<file path="src/rtl/multi_clock_gater_pkg.sv">
// Shared power-mode encoding for the clock gater and its requesters.

package multi_clock_gater_pkg;

    // Per-domain power mode; 2'b11 is unassigned and read as NORMAL by consumers
    typedef enum logic [1:0] {
        SHUTDOWN = 2'b00,
        LP       = 2'b01,
        NORMAL   = 2'b10
    } powermode_t;

endpackage

</file>
<file path="src/rtl/multi_clock_gater.sv">
// Multi-channel glitch-free clock divider/gater. Each channel owns a power
// mode, a divide counter and a registered output clock. Mode changes are
// deferred to a falling edge of the channel clock so no runt pulse escapes.

module multi_clock_gater
    import multi_clock_gater_pkg::*;
#(
    parameter int unsigned NCH         = 4,
    parameter int unsigned CW          = 4,
    parameter int unsigned NORMAL_DIV  = 0,
    parameter int unsigned LP_DIV      = 1,
    parameter int unsigned WAKE_CYCLES = 3
) (
    input  logic                 clk,
    input  logic                 rst_n,
    input  logic       [NCH-1:0] req_valid,
    input  powermode_t [NCH-1:0] p_req,
    output logic       [NCH-1:0] req_ready,
    output logic       [NCH-1:0] oclk,
    output powermode_t [NCH-1:0] cur_mode,
    output logic       [NCH-1:0] active
);

    localparam logic [CW-1:0] NORMAL_CNT = CW'(NORMAL_DIV);
    localparam logic [CW-1:0] LP_CNT     = CW'(LP_DIV);
    localparam logic [CW-1:0] WAKE_LAST  = CW'(WAKE_CYCLES - 1);

    typedef enum logic [1:0] {
        ST_OFF   = 2'b00,
        ST_WAKE  = 2'b01,
        ST_RUN   = 2'b10,
        ST_DRAIN = 2'b11
    } state_t;

    for (genvar g = 0; g < NCH; g++) begin : g_ch
        state_t        state;
        logic [CW-1:0] cnt;
        powermode_t    pend;
        powermode_t    mode_q;
        logic          oclk_q;
        logic          active_q;
        logic [CW-1:0] div_c;
        powermode_t    req_mode_c;
        logic          ready_c;
        logic          accept_c;
        logic          tick_c;

        // Divider select, request normalisation and handshake decode
        always_comb begin
            div_c      = (mode_q == NORMAL) ? NORMAL_CNT : LP_CNT;
            req_mode_c = ((p_req[g] == SHUTDOWN) || (p_req[g] == LP)) ? p_req[g] : NORMAL;
            ready_c    = (state == ST_OFF) || (state == ST_RUN);
            accept_c   = req_valid[g] && ready_c;
            tick_c     = (cnt == div_c);
        end

        // Channel FSM: wake settle, divide/toggle, drain to a falling edge
        always_ff @(posedge clk or negedge rst_n) begin
            if (!rst_n) begin
                state    <= ST_OFF;
                cnt      <= '0;
                pend     <= SHUTDOWN;
                mode_q   <= SHUTDOWN;
                oclk_q   <= 1'b0;
                active_q <= 1'b0;
            end else begin
                active_q <= (state == ST_RUN) || (state == ST_DRAIN);
                unique case (state)
                    ST_OFF: begin
                        oclk_q <= 1'b0;
                        cnt    <= '0;
                        if (accept_c && (req_mode_c != SHUTDOWN)) begin
                            pend  <= req_mode_c;
                            state <= ST_WAKE;
                        end
                    end
                    ST_WAKE: begin
                        oclk_q <= 1'b0;
                        if (cnt == WAKE_LAST) begin
                            mode_q <= pend;
                            cnt    <= '0;
                            state  <= ST_RUN;
                        end else begin
                            cnt <= cnt + CW'(1);
                        end
                    end
                    ST_RUN: begin
                        if (tick_c) begin
                            oclk_q <= ~oclk_q;
                            cnt    <= '0;
                        end else begin
                            cnt <= cnt + CW'(1);
                        end
                        if (accept_c && (req_mode_c != mode_q)) begin
                            pend  <= req_mode_c;
                            state <= ST_DRAIN;
                        end
                    end
                    ST_DRAIN: begin
                        // Keep the old divider until the falling toggle, then switch
                        if (tick_c) begin
                            oclk_q <= ~oclk_q;
                            cnt    <= '0;
                            if (oclk_q) begin
                                if (pend == SHUTDOWN) begin
                                    mode_q <= SHUTDOWN;
                                    state  <= ST_OFF;
                                end else begin
                                    mode_q <= pend;
                                    state  <= ST_RUN;
                                end
                            end
                        end else begin
                            cnt <= cnt + CW'(1);
                        end
                    end
                    default: state <= ST_OFF;
                endcase
            end
        end

        assign req_ready[g] = ready_c;
        assign oclk[g]      = oclk_q;
        assign cur_mode[g]  = mode_q;
        assign active[g]    = active_q;
    end

endmodule

</file>
<file path="config.mk">
export PLATFORM = sky130hd
export DESIGN_NAME = multi_clock_gater
export DESIGN_NICKNAME = d
export VERILOG_FILES = /design/src/rtl/multi_clock_gater_pkg.sv /design/src/rtl/multi_clock_gater.sv
export SDC_FILE = /design/constraint.sdc
export NUM_CORES = 1
export LEC_CHECK = 0
export BUFFER_PORTS_ARGS = -buffer_cell sky130_fd_sc_hd__buf_2
export CORE_AREA = 2 2 91 102
export DETAILED_ROUTE_END_ITERATION = 8
export DIE_AREA = 0 0 93 104
export HOLD_SLACK_MARGIN = 0.05
export PLACE_DENSITY = 0.5
export SLEW_MARGIN = 20
export SYNTH_ARGS = -nofsm -noshare
export SYNTH_HDL_FRONTEND = slang
export SYNTH_SLANG_ARGS = --single-unit
</file>
<file path="constraint.sdc">
create_clock -name clk -period 4.3 [get_ports clk]
set_clock_uncertainty 0.2 [all_clocks]
set_input_delay 0.215 -clock clk [delete_from_list [all_inputs] [get_ports clk]]
set_output_delay 0.215 -clock clk [all_outputs]
set_load 0.01 [all_outputs]
</file>
## Yosys cells after proc, flatten, opt, wreduce, memory -nomap -nowiden

Index checks and enable logic that the tools add are counted.

- Add/subtract/negate cells: 4
- Multipliers: 0
- Div/mod/pow operators: 0
- Magnitude comparators: 0
- Equal/unequal tests: 56
- Shifts and indexed selects: 0
- Mux-type cells: 88
- Bitwise operators: 4
- Reduce and logical (&&, ||, !) cells: 68

Operators by type and width:

| cell | number |
|---|---|
| $mux 2 | 52 |
| $pmux 4 s3 | 4 |
| $mux 4 | 8 |
| $pmux 2 s2 | 8 |
| $pmux 2 s4 | 4 |
| $eq 2x2->1 const B | 12 |
| $logic_not 2->1 | 12 |
| $ne 2x1->1 const B | 12 |
| $ne 2x2->1 const B | 12 |
| $reduce_bool 2->1 | 12 |
| $reduce_and 5->1 | 4 |
| $add 4x1->4 const B | 4 |
| $eq 2x1->1 const B | 8 |
| $eq 4x1->1 | 4 |
| $eq 4x2->1 const B | 4 |
| $reduce_and 4->1 | 4 |
| $reduce_or 2->1 | 8 |
| $logic_and 1x1->1 | 12 |
| $logic_or 1x1->1 | 12 |
| $reduce_and 3->1 | 4 |
| $mux 1 | 8 |
| $ne 2x2->1 | 4 |
| $pmux 1 s2 | 4 |
| $not 1->1 | 4 |

- Register bits after elaboration: 48
- Latch bits: 0
- RAM bits: 0
- Memory bits (read-only): 0
- Bits of input ports: 14
- Output and inout port bits: 20
- Logic and storage cells: 244
- Memories kept: 0

## Longest topological paths before layout

Gate-level depths: netlist of the first run.

- Depth after elaboration: 7
- Depth in mapped cells: 6
- Mapped depth without buffers: 6

## Worst setup path after synthesis of the first run

No wires, ideal clock.

- Kind: flip-flop to flip-flop
- Start point: register g_ch[3].cnt[2]
- End point: register g_ch[3].mode_q[0]
- Library setup time: 128 ps
- Data arrival time: 1,467 ps
- Data required time: 3,972 ps
- Path slack: 2,505 ps
- Cell stages (with the launch flop): 4
- Buffers on the path: 0
- Period minus slack after synthesis: 1,795 ps
- Path through: dfrtp_1 or3_1 o32a_1 mux2_1

- Longest elaborated chain between the ends: 3
- Elaborated cells between the ends (all ways): 5
- Those cells by class: eq/ne: 4; reduce/logical: 1

RTL lines:

| item | RTL line | source |
|---|---|---|
| start: declaration | multi_clock_gater.sv:37 | `logic [CW-1:0] cnt;` |
| start signal: assignment | multi_clock_gater.sv:84 | `cnt <= cnt + CW'(1);` |
| start signal: assignment | multi_clock_gater.sv:92 | `cnt <= cnt + CW'(1);` |
| start signal: assignment | multi_clock_gater.sv:114 | `cnt <= cnt + CW'(1);` |
| $eq 4x2->1 or $eq 4x1->1 (tied branches) | multi_clock_gater.sv:79, multi_clock_gater.sv:54 |  |
| $ne 2x2->1 (no line) | - |  |
| $reduce_and 4->1 (no line) * | - |  |
| end signal: assignment | multi_clock_gater.sv:80 | `mode_q <= pend;` |
| end signal: assignment | multi_clock_gater.sv:109 | `mode_q <= pend;` |
| end: declaration | multi_clock_gater.sv:39 | `powermode_t mode_q;` |

Every way passes the cells marked *; elsewhere a longest branch is shown, timed or not.
A chain may end at the register's enable or synchronous reset.

## Final worst setup path of the first run

- Start point: register g_ch[2].cnt[2]
- End point: register g_ch[2].mode_q[1]

- Longest elaborated chain between the ends: 3
- Elaborated cells between the ends (all ways): 5
- Those cells by class: eq/ne: 4; reduce/logical: 1

RTL lines:

| item | RTL line |
|---|---|
| start: declaration | multi_clock_gater.sv:37 |
| start signal: assignment | multi_clock_gater.sv:84 |
| start signal: assignment | multi_clock_gater.sv:92 |
| start signal: assignment | multi_clock_gater.sv:114 |
| $eq 4x2->1 or $eq 4x1->1 (tied branches) | multi_clock_gater.sv:79, multi_clock_gater.sv:54 |
| $ne 2x2->1 (no line) | - |
| $reduce_and 4->1 (no line) * | - |
| end signal: assignment | multi_clock_gater.sv:80 |
| end signal: assignment | multi_clock_gater.sv:109 |
| end: declaration | multi_clock_gater.sv:39 |

Marked as above.

==> key figures, run 1 <==
Status
  – Status: complete, no violations

Placement
  – Area after DPL: 2720 sq um
  – Gpl congestion: 0.746
  – PortBufs: 33
  – DP Wirelength: 3270 um

Logic synthesis
  – Netlist Area Pre-Place: 2530 sq um
  – Post-synthesis mux area share: 0.0624
  – Cell taking the most area after synthesis: dfrtp_1
  – Number of synthesized flops with an enable pin: 0
  – Main combinational cell family by area after synthesis: simple AND/OR/NAND/NOR gates
  – Cells after Synth: 244
  – Yosys warning total: 0
  – Ys async rst share: 1.00
  – Synth Register Bits: 48
  – Mapped Nets: 266
  – Yosys cell types: 39
  – Post-Synth Simple-Gate Area: 0.175
  – Post-synthesis xor/xnor area fraction: 0.0451
  – Main area contributors after synthesis: dfrtp_1, mux2_1, ha_1
  – Synth Area in Compound Gates: 0.140
  – Post-synth top area share: 0.475
  – Syn_area_per_cell: 10.4 sq um
  – Post-Synth Adder-Cell Area: 0.0396
  – Ys flop type: dfrtp_1
  – Seq/Total Area, Yosys: 0.475

Drt
  – Final ANT Viol Nets: 0
  – Metal3 WL: 155 um
  – Routed met2 length: 2140 um
  – DR DRC count: 0
  – Wl on met1: 2200 um
  – Vias: 1,814
  – Routed WL: 4540 um
  – WL/cell: 11.7 um
  – Initial DRT Pass Iterations: 4
  – Max Used Layer: met4
  – Vias per Instance: 4.68
  – Initial DRC Count: 69

STA
  – Period minus WS final: 1.91 ns
  – Final slew viol count: 0
  – RSZ-0062 raised after global routing: no
  – Sum Neg Setup Slack: 0 ns
  – FMAX: 0.524 GHz
  – Slew HR: 0.588
  – Fin crit share: 0.444
  – Worst Tran Pin Value: 0.618 ns
  – Endpoints failing hold: 0
  – Final setup vio count: 0

Die
  – Die Height: 104 um
  – Initial Util: 0.292
  – I/O Pins: 34
  – Placeable Area: 8650 sq um
  – Cell row count: 36
  – Die X: 93 um
  – Die Footprint: 9670 sq um

Clock tree
  – CTS H-Tree Depth: 2
  – Clk slew on worst S/H paths: 0.09 ns
  – CTS tree: built
  – Num Clock Sinks: 48
  – Post-CTS Resized: 0
  – Bufs on Longest Clock Path: 2
  – Cts bufs inserted: 5
  – Latest clock arrival within the worst-skew pair: 0.29 ns
  – CTS root buf: clkbuf_8
  – # Post-CTS Setup Buffers: 0

Setup path
  – CP required: 4.28 ns
  – WS Path Type: flop to flop
  – Critical Path AT: 1.89 ns
  – Worst-path fanout max: 5
  – Critical Path Start Type: flop
  – R2R cell count: 3
  – Critical Path Sink Type: flop

Global routing
  – Vias in the first global route: 1,776
  – Remaining Overflow, GRT: 0
  – Largest net degree at the start of global routing: 49
  – Overall routing resource usage: 0.0975
  – First-pass GRT wire length: 7820 um
  – Initial antenna violation count: 0

Cells and area
  – Layout cells sized above 1: 0.175
  – Fin nets: 295
  – Number of antenna diodes: 0
  – P&R area growth vs syn: 15.3%
  – Design Area, Final: 2910 sq um

Flow run
  – Maxcap violations: 0

Power
  – Leak Pwr: 1.31 nW
  – Max VDD drop: 185 uV
  – Power per cell area: 699 nW/um^2

Hold path
  – Hold Crit Class: input port to flop
  – Cell depth of the worst hold path: 3
-- stage by stage --
step | std cells | power, mW | utilization | setup slack (ns) | hold slack (ns)
2_1_floorplan | 244 | 1.55 | - | 2.51 | -0.281
3_3_place_gp | 372 | 1.73 | 0.315 | 2.40 | 0.165
3_5_place_dp | 372 | 1.73 | 0.315 | 2.39 | 0.176
4_1_cts | 388 | 2.07 | 0.337 | 2.37 | 0.0674
5_1_grt | 388 | 2.24 | 0.337 | 2.29 | 0.0977
6_report | 388 | 2.04 | 0.337 | 2.39 | 0.0735
-- timing repair --
| action | 4_1_cts | 5_1_grt |
|---|---|---|
| setup endpoints to repair | 0 | 0 |
| hold buffers | 8 | 0 |
| endpoints found under the hold margin | 55 | 0 |
-- flip-flops by register name, indices dropped and copies added, names as in the netlist --
name and count:
g_ch.pend 8, g_ch.state 8, g_ch.oclk_q 4, g_ch.mode_q 8
g_ch.active_q 4, g_ch.cnt 16
-- cells in the final DEF, fill, tap and decap left out, types with 4 or more instances in the layout --
| master | netlist | final |
|---|---|---|
| o21ai_0 | 11 | 11 |
| xor2_1 | 4 | 4 |
| mux2_1 | 14 | 14 |
| o21ai_1 | 6 | 6 |
| or3_1 | 9 | 9 |
| nand2_1 | 10 | 10 |
| inv_1 | 9 | 9 |
| clkbuf_8 | 0 | 5 |
| xnor2_1 | 9 | 9 |
| dlygate4sd3_1 | 0 | 8 |
| a21boi_1 | 4 | 4 |
| nor2b_1 | 7 | 7 |
| buf_2 | 0 | 33 |
| ha_1 | 8 | 8 |
| nand3_1 | 12 | 12 |
| dfrtp_1 | 48 | 48 |
| nor2_1 | 16 | 16 |
| a21oi_1 | 18 | 18 |
-- metal layers --
metal / track usage / vias up
li1: - / 911
met1: 0.124 / 867
met2: 0.160 / 32
met3: 0.0239 / 4
met4: 0.0347 / 0
met5: 0 / -
-- power by group --
| part | switching (mW) | internal, mW |
|---|---|---|
| Clock | 0.149 | 0.172 |
| Sequential | 0.233 | 0.651 |
| Combinational | 0.434 | 0.396 |
-- critical path: stages (launching register included) --
cell and delay [ns]:
dfrtp_1 0.42, or3_1 0.46, o31ai_2 0.37, mux2_1 0.36
-- area by class of cell --
| class | count | area, sq um |
|---|---|---|
| clock buffers | 5 | 68.8 |
| well taps | 114 | 143 |
| multi-input cells | 166 | 1170 |
| flip-flops and latches | 48 | 1200 |
| clock inverters | 3 | 42.5 |
| inverters | 10 | 37.5 |
| fillers | 896 | 5740 |
| repair buffers | 42 | 253 |
-- cell families (layout without fill, tap and decap cells) --
kind of cell	count (synthesis)	count (layout)
xor+xnor	13	13
buf+inv	30	60
compound gates	55	55
fa+ha+maj	8	8
mux	14	14
simple gates	76	76
flops	48	48
-- final timing paths --
path	start	endpoint	slack, ns
max	g_ch[2].cnt[2]	g_ch[2].mode_q[1]	2.39
min	p_req[2]	g_ch[1].pend[0]	0.07
max reg2reg	g_ch[2].cnt[2]	g_ch[2].mode_q[1]	2.39
min reg2reg	g_ch[3].cnt[0]	g_ch[3].cnt[0]	0.32
max in group asynchronous	rst_n	g_ch[2].oclk_q	3.13
min in group asynchronous	rst_n	g_ch[1].pend[0]	0.33
-- Yosys cell counts (all sizes together), types with 6 or more instances --
master,n
a21oi,18
clkbuf,8
xnor2,9
o31ai,6
mux2,14
dfrtp,48
or3,9
buf,12
nand2,10
ha,8
o21ai,17
inv,10
nor2b,8
nor2,16
nand3,12
Note: power is estimated with default switching activity, not from simulation.
==> run 2, diff against run 1 <==
- ABC_AREA: unset -> 1
- CORE_AREA: 2 2 91 102 -> 2 2 95 106
- DIE_AREA: 0 0 93 104 -> 0 0 97 108
- clock period: 4.3 -> 1.85 ns (I/O delays scaled with it)
==> run 2 against run 1 <==
  * Register-to-register slack got worse by 2.0 ns
  * Utilization rose by 0.70 points
  * Sequential power rose by 130%
  * Hold slack got worse by 0.021 ns
  * Critical path type unchanged
  * Cell area rose by 9.8%
  * Non-clock buffer count rose by 5
  * Synthesized cell count rose by 43%
  * Maximum frequency rose by 27%
  * Routed wire length rose by 17%
  * Critical endpoint is now g_ch[1].cnt[2]
  * Sequential share of layout area fell by 3.7 points
  * Via count rose by 24%
==> key figures, run 2 <==
Setup path
  – Critical Path Start Type: flop
  – CP required: 1.88 ns
  – Worst-path cell chain: inv_1 > ha_1 > nand3_2 > nand3_1 > a21boi_2 > nor3b_2
  – Critical Path Sink Type: flop
  – Slowest stage delay, CP: 0.43 ns
  – Worst-path fanout max: 5
  – WS Path Type: flop to flop
  – Critical Path AT: 1.53 ns
  – Critical path's slowest cell: dfrtp_1

Power
  – Power per cell area: 1660 nW/um^2
  – Clock share of power: 0.150
  – Max VDD drop: 560 uV
  – Switch Pwr: 2.38 mW
  – Seq pwr share: 0.375
  – Total power: 5.30 mW
  – Comb pwr share: 0.474
  – Pint: 2.92 mW
  – Net Sw Frac: 0.449
  – Leak Pwr: 1.62 nW

STA
  – Sum Neg Setup Slack: 0 ns
  – Endpoints failing hold: 0
  – Final setup vio count: 0
  – RSZ-0062 raised after global routing: no
  – Fin crit share: 0.810
  – Final slew viol count: 0
  – FMAX: 0.667 GHz
  – Worst Tran Pin Value: 0.340 ns
  – Slew HR: 0.774
  – Period minus WS final: 1.50 ns

Global routing
  – Remaining Overflow, GRT: 0
  – Vias in the first global route: 2,138
  – Overall routing resource usage: 0.109
  – First-pass GRT wire length: 9370 um
  – Largest net degree at the start of global routing: 26
  – Initial antenna violation count: 0

Die
  – Initial Util: 0.294
  – Die Footprint: 10,500 sq um
  – Die X: 97 um
  – Placeable Area: 9310 sq um
  – Cell row count: 37
  – Die Height: 108 um
  – I/O Pins: 34

Clock tree
  – CTS Hold Buffers Added: 12
  – Num Clock Sinks: 48
  – Clk slew on worst S/H paths: 0.09 ns
  – CTS root buf: clkbuf_8
  – Cts bufs inserted: 5
  – Bufs on Longest Clock Path: 2
  – # Post-CTS Setup Buffers: 0
  – Post-CTS Resized: 0
  – CTS tree: built
  – CTS H-Tree Depth: 2
  – Latest clock arrival within the worst-skew pair: 0.30 ns

Placement
  – Gpl congestion: 0.842
  – PortBufs: 33
  – DP Wirelength: 4150 um

Logic synthesis
  – Yosys cell types: 26
  – Post-synth top area share: 0.439
  – Yosys warning total: 0
  – Ys flop type: dfrtp_1
  – Post-synth top cells: nand2_1, dfrtp_1, inv_1, nand3_1, inv_2
  – Mapped Nets: 372
  – Synth Register Bits: 48
  – Cells after Synth: 350
  – Cell with the most instances after synthesis: nand2_1
  – Number of synthesized flops with an enable pin: 0
  – Ys async rst share: 1.00
  – Cell taking the most area after synthesis: dfrtp_1
  – Syn_area_per_cell: 7.82 sq um
  – Seq/Total Area, Yosys: 0.439
  – Main area contributors after synthesis: dfrtp_1, nand2_1, nand3_1
  – Netlist Area Pre-Place: 2740 sq um

Drt
  – Initial DRT Pass Iterations: 4
  – Final ANT Viol Nets: 0
  – Vias: 2,251
  – Vias per Instance: 4.45
  – DR DRC count: 0
  – Initial DRC Count: 52
  – WL/cell: 10.5 um
  – Routed WL: 5310 um

Hold path
  – Hold Crit Class: input port to flop

Cells and area
  – Storage cell area: 1200 sq um
  – Max reg flops: 16
  – Fin nets: 410
  – Most flops, register: g_ch.cnt
  – Fill cells: 959
  – Fin util: 0.344
  – P&R area growth vs syn: 16.9%
  – Number of antenna diodes: 0
  – Layout cells sized above 1: 0.262
  – Commonest cells after routing, fill and taps aside: nand2_1, dfrtp_1, buf_2
  – Leading cell type in the layout, fill and taps excluded: nand2_1
  – Area of the multi-input gates: 1230 sq um

Status
  – Status: complete, no violations

Flow run
  – Maxcap violations: 0
run 2: power groups by stage:
stage,Clock [mW],Combinational [mW],Sequential [mW]
2_1_floorplan,0,2.11,1.93
3_3_place_gp,0,2.52,2.01
3_5_place_dp,0,2.54,2.01
4_1_cts,0.833,2.57,2.00
5_1_grt,0.881,2.91,2.07
6_report,0.798,2.51,1.99
run 2: final timing paths:
kind                                 start               end  slack, ns  cells past startpoint
setup reg to reg            g_ch[1].cnt[0]    g_ch[1].cnt[2]       0.35                      6
max in group asynchronous            rst_n    g_ch[2].oclk_q       1.07                      3
setup / recovery            g_ch[1].cnt[0]    g_ch[1].cnt[2]       0.35                      6
hold / removal                req_valid[1]  g_ch[1].state[0]       0.05                      5
min in group asynchronous            rst_n  g_ch[3].active_q       0.10                      3
hold reg to reg            g_ch[3].pend[1]   g_ch[3].pend[1]       0.30                      2
run 2: layout make-up:
cell class                      count  area share
Multi-Input combinational cell    232       0.384
Sequential cell                    48       0.375
Timing Repair Buffer               47      0.0939
Inverter                           54      0.0634
Tap cell                          117      0.0458
Clock buffer                        6      0.0258
Clock inverter                      2      0.0121
run 2: layer usage:
metal | vias up | global-route usage | routed length, um
met1 | 1044 | 0.126 | 2400
met4 | 0 | 0.0463 | 87
li1 | 1177 | - | -
met2 | 23 | 0.198 | 2680
met5 | - | 0 | 0
met3 | 7 | 0.0226 | 136
run 2: critical path: cells and delay by family (launching register included):
family	cells	cell delay (ns)
fa+ha+maj	1	0.21
flops	1	0.43
simple gates	3	0.32
compound gates	1	0.19
buf+inv	1	0.08
run 2: cells by family after synthesis:
| group | after synthesis | share of synthesized area |
|---|---|---|
| AO/OA/AOI/OAI | 46 | 0.0960 |
| XOR/XNOR | 2 | 0.00640 |
| adder cells (fa/ha/maj) | 8 | 0.0366 |
| buffers and inverters | 70 | 0.112 |
| flip-flops | 48 | 0.439 |
| AND/OR/NAND/NOR | 176 | 0.310 |
run 2: per-stage QoR:
stage	area, sq um	hold WS [ns]	instances	setup WS (ns)
3_5_place_dp	2960	-0.0887	486	0.356
4_1_cts	3200	0.0526	506	0.332
5_1_grt	3200	0.0672	506	0.213
3_3_place_gp	2960	-0.0891	486	0.345
2_1_floorplan	2740	-0.403	350	0.481
6_report	3200	0.0522	506	0.351
